### src/rtl/net_l2dr_xbar.sv
// net_l2dr_xbar: N-port crossbar stage between the L2 pipes and one directory port.
// Requests are buffered per port, arbitrated onto a single registered directory
// output and tagged with their source port. Directory responses are steered back
// to the L2 pipe named by dr_rsp_dst through one output register per port.
module net_l2dr_xbar #(
    parameter int NPORTS   = 4,
    parameter int DW       = 64,
    parameter int DEPTH    = 2,
    parameter int ARB_MODE = 0,
    localparam int SW      = $clog2(NPORTS)
) (
    input  logic                 clk,
    input  logic                 reset,
    input  logic [NPORTS-1:0]    l2_req_valid,
    output logic [NPORTS-1:0]    l2_req_retry,
    input  logic [NPORTS*DW-1:0] l2_req,
    output logic                 dr_req_valid,
    input  logic                 dr_req_retry,
    output logic [DW-1:0]        dr_req,
    output logic [SW-1:0]        dr_req_src,
    input  logic                 dr_rsp_valid,
    output logic                 dr_rsp_retry,
    input  logic [DW-1:0]        dr_rsp,
    input  logic [SW-1:0]        dr_rsp_dst,
    output logic [NPORTS-1:0]    l2_rsp_valid,
    input  logic [NPORTS-1:0]    l2_rsp_retry,
    output logic [NPORTS*DW-1:0] l2_rsp,
    output logic [7:0]           err_cnt
);
    localparam int AW = $clog2(DEPTH);

    // ------------------------------------------------------------------
    // Request side: per-port FIFOs
    // ------------------------------------------------------------------
    logic [NPORTS-1:0] fifo_full;
    logic [NPORTS-1:0] fifo_empty;
    logic [NPORTS-1:0] fifo_push;
    logic [NPORTS-1:0] fifo_pop;
    logic [DW-1:0]     fifo_head [NPORTS];

    logic              can_load;
    logic              grant_valid;
    logic [SW-1:0]     grant_idx;
    logic [DW-1:0]     grant_data;

    generate
        for (genvar gi = 0; gi < NPORTS; gi++) begin : g_fifo
            logic [DW-1:0] mem_q [DEPTH];
            logic [AW:0]   wr_ptr_q;
            logic [AW:0]   rd_ptr_q;

            // Extra pointer bit separates full (MSB differs) from empty (equal)
            assign fifo_full[gi]  = ((wr_ptr_q ^ rd_ptr_q) == {1'b1, {AW{1'b0}}});
            assign fifo_empty[gi] = (wr_ptr_q == rd_ptr_q);
            assign fifo_push[gi]  = l2_req_valid[gi] & ~fifo_full[gi];
            assign fifo_pop[gi]   = can_load & grant_valid & (grant_idx == SW'(gi));
            assign fifo_head[gi]  = mem_q[rd_ptr_q[AW-1:0]];

            // Payload storage; contents are don't-care until the pointers cover them
            always_ff @(posedge clk) begin
                if (fifo_push[gi]) begin
                    mem_q[wr_ptr_q[AW-1:0]] <= l2_req[gi*DW +: DW];
                end
            end

            // Read/write pointers; reset empties the FIFO and drops buffered beats
            always_ff @(posedge clk) begin
                if (reset) begin
                    wr_ptr_q <= '0;
                    rd_ptr_q <= '0;
                end else begin
                    if (fifo_push[gi]) wr_ptr_q <= wr_ptr_q + (AW+1)'(1);
                    if (fifo_pop[gi])  rd_ptr_q <= rd_ptr_q + (AW+1)'(1);
                end
            end
        end
    endgenerate

    // Retry depends only on registered pointers, never on l2_req_valid
    assign l2_req_retry = fifo_full;

    // ------------------------------------------------------------------
    // Arbiter and directory output register
    // ------------------------------------------------------------------
    logic          out_valid_q, out_valid_d;
    logic [DW-1:0] out_data_q,  out_data_d;
    logic [SW-1:0] out_src_q,   out_src_d;
    logic [SW-1:0] last_grant_q, last_grant_d;

    // Output register accepts a new head when empty or draining this cycle
    assign can_load = ~out_valid_q | ~dr_req_retry;

    // Pick one non-empty FIFO: lowest index, or rotating from last_grant+1
    always_comb begin
        int p;
        grant_valid = 1'b0;
        grant_idx   = '0;
        p           = 0;
        if (ARB_MODE == 1) begin
            for (int i = NPORTS - 1; i >= 0; i--) begin
                if (!fifo_empty[i]) begin
                    grant_valid = 1'b1;
                    grant_idx   = SW'(i);
                end
            end
        end else begin
            // Walk offsets downward so the smallest offset wins
            for (int off = NPORTS; off >= 1; off--) begin
                p = int'(last_grant_q) + off;
                if (p >= NPORTS) p = p - NPORTS;
                if (!fifo_empty[p]) begin
                    grant_valid = 1'b1;
                    grant_idx   = SW'(p);
                end
            end
        end
    end

    // Head-of-line mux for the granted port
    always_comb begin
        grant_data = '0;
        for (int i = 0; i < NPORTS; i++) begin
            if (grant_idx == SW'(i)) grant_data = fifo_head[i];
        end
    end

    // Next state of the output register and round-robin pointer
    always_comb begin
        out_valid_d  = out_valid_q;
        out_data_d   = out_data_q;
        out_src_d    = out_src_q;
        last_grant_d = last_grant_q;
        if (can_load) begin
            out_valid_d = grant_valid;
            if (grant_valid) begin
                out_data_d   = grant_data;
                out_src_d    = grant_idx;
                last_grant_d = grant_idx;
            end
        end
    end

    // Output register state; last_grant resets so port 0 is searched first
    always_ff @(posedge clk) begin
        if (reset) begin
            out_valid_q  <= 1'b0;
            out_data_q   <= '0;
            out_src_q    <= '0;
            last_grant_q <= SW'(NPORTS - 1);
        end else begin
            out_valid_q  <= out_valid_d;
            out_data_q   <= out_data_d;
            out_src_q    <= out_src_d;
            last_grant_q <= last_grant_d;
        end
    end

    assign dr_req_valid = out_valid_q;
    assign dr_req       = out_data_q;
    assign dr_req_src   = out_src_q;

    // ------------------------------------------------------------------
    // Response side: per-port output registers
    // ------------------------------------------------------------------
    logic [NPORTS-1:0] dst_hit;
    logic              rsp_dst_ok;
    logic              rsp_accept;
    logic [7:0]        err_cnt_q, err_cnt_d;

    // A destination outside 0..NPORTS-1 hits no port and counts as misrouted
    assign rsp_dst_ok   = |dst_hit;
    assign dr_rsp_retry = |(dst_hit & l2_rsp_valid & l2_rsp_retry);
    assign rsp_accept   = dr_rsp_valid & ~dr_rsp_retry;

    generate
        for (genvar gi = 0; gi < NPORTS; gi++) begin : g_rsp
            logic          valid_q;
            logic [DW-1:0] data_q;

            assign dst_hit[gi]              = (dr_rsp_dst == SW'(gi));
            assign l2_rsp_valid[gi]         = valid_q;
            assign l2_rsp[gi*DW +: DW]      = data_q;

            // Load on a routed beat; a reload wins over the drain in the same cycle
            always_ff @(posedge clk) begin
                if (reset) begin
                    valid_q <= 1'b0;
                    data_q  <= '0;
                end else if (rsp_accept & dst_hit[gi]) begin
                    valid_q <= 1'b1;
                    data_q  <= dr_rsp;
                end else if (valid_q & ~l2_rsp_retry[gi]) begin
                    valid_q <= 1'b0;
                end
            end
        end
    endgenerate

    // Saturating misroute counter
    always_comb begin
        err_cnt_d = err_cnt_q;
        if (rsp_accept & ~rsp_dst_ok & (err_cnt_q != 8'hFF)) begin
            err_cnt_d = err_cnt_q + 8'd1;
        end
    end

    // Misroute counter register
    always_ff @(posedge clk) begin
        if (reset) err_cnt_q <= '0;
        else       err_cnt_q <= err_cnt_d;
    end

    assign err_cnt = err_cnt_q;

endmodule
### config.mk
export PLATFORM = sky130hd
export DESIGN_NAME = net_l2dr_xbar
export DESIGN_NICKNAME = d
export VERILOG_FILES = /design/src/rtl/net_l2dr_xbar.sv
export SDC_FILE = /design/constraint.sdc
export NUM_CORES = 1
export LEC_CHECK = 0
export CAP_MARGIN = 10
export CELL_PAD_IN_SITES_DETAIL_PLACEMENT = 1
export CELL_PAD_IN_SITES_GLOBAL_PLACEMENT = 1
export CORE_AREA = 2 2 300 302
export CTS_CLUSTER_DIAMETER = 200
export DETAILED_ROUTE_END_ITERATION = 8
export DIE_AREA = 0 0 302 304
export GPL_TIMING_DRIVEN = 0
export HOLD_SLACK_MARGIN = 0.1
export PLACE_DENSITY_LB_ADDON = 0.2
export SLEW_MARGIN = 40
export SYNTH_ARGS = -nofsm -noshare
export SYNTH_HDL_FRONTEND = slang
export SYNTH_SLANG_ARGS = --single-unit
### constraint.sdc
create_clock -name clk -period 4.25 [get_ports clk]
set_input_delay 0.85 -clock clk [delete_from_list [all_inputs] [get_ports clk]]
set_output_delay 0.85 -clock clk [all_outputs]
set_load 0.02 [all_outputs]
==> flow_metrics.tcl <==
set metrics [dict create \
    status "completed" \
    initial_core_util_pct 36.6 \
    critical_path_arrival_ns 2.87 \
    vdd_drop_max_uv 341 \
    place_ws_ns 0.459 \
    synth.yosys.seq_area_share_pct 69.0 \
    timing.hold.worst_path_depth 2 \
    routedLengthMet1_mm 43.0 \
    sort_of_element_at_the_start_of_the_critical_path "input port" \
    cts_max_path_buffers 3 \
    number_of_sinks_driven_by_the_clock_tree 869 \
    cts_setup_buffers 0 \
    post-route-cell-area_um2 44600 \
    cp.required_ns 3.40 \
    finClkSkew_ns 0.0157 \
    synthDistinctLibCells 43 \
    worstPathCellList "clkdlybuf4s50_1, nand2_1, nor2_1, a311oi_1, a21oi_1, clkdlybuf4s50_1" \
    r2r.worst_path.cells 7 \
    skew_pair_late_insertion_delay_ns 0.65 \
    clock_tree_from_tritoncts "yes" \
    synthDominantAreaCellType "sky130_fd_sc_hd__edfxtp_1" \
    postCtsHoldBufs 0 \
    detail-route-antenna-nets 0 \
    final_hold_viol_count 0 \
    post_drt_wl_per_cell_um 24.8 \
    layout_worst_path_cycle_share_pct 87.6 \
    worst-slew-pin-transition_ns 0.860 \
    final.fill_count 9262 \
    yosys_warn_count 0 \
    finalSetupViolations 0 \
    max-slew-margin-rel_pct 42.7 \
    nets 3810 \
    placed_cells 4557 \
    yosys-top-cells-area "sky130_fd_sc_hd__edfxtp_1 (47%), sky130_fd_sc_hd__dfxtp_1 (22%), sky130_fd_sc_hd__nand2_1 (7.2%)" \
    worstReg2RegStart "g_fifo[1].wr_ptr_q[0]$_SDFFE_PP0P_" \
    layoutNonFillerInstCount 4747 \
    r2r_setup_slack_ns 0.83 \
    synth_largest_type_area_fraction_pct 47.1 \
    maxClockFrequency_mhz 269 \
    grt_first_pass_wirelength_mm 171 \
    dieHeight_um 304 \
    gr-total-overflow 0 \
    clkSlewWorstSetupHoldPaths_ns 0.05 \
    final_replace_weighted_congestion 0.921 \
    area_growth_pct 36.7 \
    routed_via_density 5.16 \
    synth_area_per_cell_um2 12.2 \
    holdCritStartpoint "g_rsp[3].data_q[56]$_SDFFE_PP0P_" \
    cap_viol_max_count 0 \
    die-width_um 302 \
    reg2reg_to "dr_req[3]$_SDFFE_PP0N_" \
    detailroute.wirelength.met2_mm 61.9 \
    design.portCount 674 \
    post-route-drc-count 0 \
    vias_in_the_first_global_route 26652 \
    cts.root.buffer_cell "sky130_fd_sc_hd__clkbuf_16" \
    synth_cells 2685 \
    std_cell_rows 110 \
    h-tree-depth 3 \
    cts_inserted_buffers 92 \
    crit_path_max_fanout 3 \
    core_area_um2 89000 \
    hp-class "reg -> reg" \
    rsz0062_at_grt "false" \
    detail_route.first_pass.iterations 5 \
    worst-setup-path-type "in -> out" \
    period_minus_slack_ns 3.72 \
    synth_enable_flop_cells 512 \
    hpwl_mm 91.4 \
    post_synth_most_frequent_cells "sky130_fd_sc_hd__nand2_1 (626), sky130_fd_sc_hd__edfxtp_1 (512), sky130_fd_sc_hd__dfxtp_1 (357)" \
    initial_antenna_violation_count 39 \
    placed_standard_cell_area_um2 41500 \
    synth.cell_area_um2 32600 \
    cp.buffers_inverters 2 \
    total_detailed_routing_wirelength_mm 118 \
    register_area_um2 22500 \
    power_density_nw_per_um2 633 \
    post-route-worst-setup-slack_ns 0.528 \
    synth_most_common_cell "sky130_fd_sc_hd__nand2_1" \
    detailroute.wirelength.met3_mm 8.22 \
    ys_seq_elements 869 \
    cts_resized 0 \
    drive_gt1_share_pct 8.69 \
    design.die.area_um2 91800 \
    worst_path_most_repeated_cell "sky130_fd_sc_hd__clkdlybuf4s50_1" \
    power.static_leakage_uw 0.0149 \
    synth_nets 3019 \
    hold_end "g_rsp[3].data_q[56]$_SDFFE_PP0P_" \
    dr.max_layer_used "met5" \
    critical_path.endpoint_type "output port" \
    multiInputGateArea_um2 9360 \
    critical-path-slowest-cell "sky130_fd_sc_hd__clkdlybuf4s50_1" \
    vias 24482 \
    hold_slack_ns 0.455 \
    maximum_cell_stage_delay_along_the_critical_path_ns 0.70 \
    cpLargestDelayFamily "buffers and inverters" \
    async_set_reset_flop_share_out_of_synthesis_pct 0 \
    drtIter0Drc 1296 \
    timing.final.max_slew_violations 0 \
    largest_net_degree_at_the_start_of_global_routing 35 \
    gr-usage-all-layers_pct 25.2 \
    ys_dominant_reg_cell "sky130_fd_sc_hd__edfxtp_1" \
    port_buffers 671 \
]
==> state kept, by name (all words and copies together), names as in the netlist, named ones only <==
name and count:
g_rsp.valid_q 4, g_fifo.mem_q 512, err_cnt 8, dr_req 64
last_grant_q 2, g_fifo.rd_ptr_q 8, dr_req_src 2, g_fifo.wr_ptr_q 8
g_rsp.data_q 256, dr_req_valid 1
==> cells by family after synthesis <==
kind of cell / Yosys count / synth area share, %
DFF: 869 / 69.0
and+or+nand+nor: 781 / 9.51
AOI/OAI and AO/OA: 550 / 10.1
muxes: 262 / 8.37
buffers and inverters: 202 / 2.45
xor gates and xnor gates: 21 / 0.564
==> worst register-to-register path, delay by kind of cell, from the launching register on <==
family,cells,cell delay (ns)
AND/OR/NAND/NOR,2,0.38
buffers and inverters,2,1.41
XOR/XNOR,1,0.37
AO/OA/AOI/OAI,2,0.67
flip-flops,1,0.50
==> stage by stage <==
step | setup TNS, ns | total power [uW] | util, %
final | 0 | 28200 | 50.1
after global routing | 0 | 29500 | 50.1
after CTS | 0 | 28500 | 50.0
after detailed placement | 0 | 20300 | 46.6
after global placement | -809.36 | 19800 | 45.8
after floorplan | 0 | 16100 | -
==> cell type report <==
class                   instances  area share, %
multi-input cells            1614           21.0
flip-flops and latches        869           50.5
inverters                       6         0.0505
well taps                    1176           3.30
clock inverters                33          0.842
clock buffers                 139           6.01
plain buffers                 196           1.80
diodes                         17         0.0954
repair buffers                697           16.4
==> worst max-delay path by stage <==
stage / start / to / slack, ns / depth (start not counted)
final: l2_rsp_retry[0] / dr_rsp_retry / 0.53 / 6
after global routing: l2_rsp_retry[0] / dr_rsp_retry / 0.55 / 6
after CTS: l2_rsp_retry[0] / dr_rsp_retry / 0.57 / 6
after detailed placement: dr_req_retry / dr_req[3]$_SDFFE_PP0N_ / 0.46 / 7
after global placement: l2_req_valid[0] / g_fifo[0].mem_q[0][16]$_DFFE_PP_ / -2.95 / 3
after floorplan: l2_req_valid[0] / g_fifo[0].mem_q[0][0]$_DFFE_PP_ / 0.17 / 2
==> placed cells by master (no fill, tap or decap), types with 6 or more instances in the layout <==
cell	Yosys	layout
sky130_fd_sc_hd__bufinv_16	0	7
sky130_fd_sc_hd__buf_1	13	12
sky130_fd_sc_hd__a21oi_1	323	322
sky130_fd_sc_hd__xor2_1	12	12
sky130_fd_sc_hd__a311oi_1	48	48
sky130_fd_sc_hd__mux2_2	87	87
sky130_fd_sc_hd__clkbuf_8	0	14
sky130_fd_sc_hd__buf_12	0	6
sky130_fd_sc_hd__nand2b_1	8	8
sky130_fd_sc_hd__clkbuf_16	0	95
sky130_fd_sc_hd__mux2i_1	175	175
sky130_fd_sc_hd__clkinv_2	0	18
sky130_fd_sc_hd__buf_2	14	15
sky130_fd_sc_hd__clkdlybuf4s50_1	0	671
sky130_fd_sc_hd__nor2b_1	11	11
sky130_fd_sc_hd__o21ai_0	19	19
sky130_fd_sc_hd__a211oi_1	75	75
sky130_fd_sc_hd__buf_16	0	16
sky130_fd_sc_hd__o21bai_1	19	19
sky130_fd_sc_hd__a31oi_1	49	49
sky130_fd_sc_hd__dfxtp_1	357	357
sky130_fd_sc_hd__diode_2	0	17
sky130_fd_sc_hd__buf_4	4	6
sky130_fd_sc_hd__inv_1	6	6
sky130_fd_sc_hd__clkbuf_2	0	20
sky130_fd_sc_hd__nor2_1	84	79
sky130_fd_sc_hd__xnor2_1	9	9
sky130_fd_sc_hd__clkbuf_1	164	174
sky130_fd_sc_hd__edfxtp_1	512	512
sky130_fd_sc_hd__nand2_1	626	626
sky130_fd_sc_hd__nor4_1	15	15
sky130_fd_sc_hd__nor3_1	15	15
==> metal layers <==
| layer | vias up | track usage, % |
|---|---|---|
| li1 | 11281 | - |
| met1 | 12112 | 27.4 |
| met2 | 799 | 46.5 |
| met3 | 244 | 6.31 |
| met4 | 46 | 9.91 |
| met5 | - | 0 |
==> power breakdown <==
group | switching [uW] | internal, uW
logic | 6070 | 3400
clock network | 3350 | 4790
registers | 488 | 10100
No activity file was read; power rests on OpenSTA's default activity.
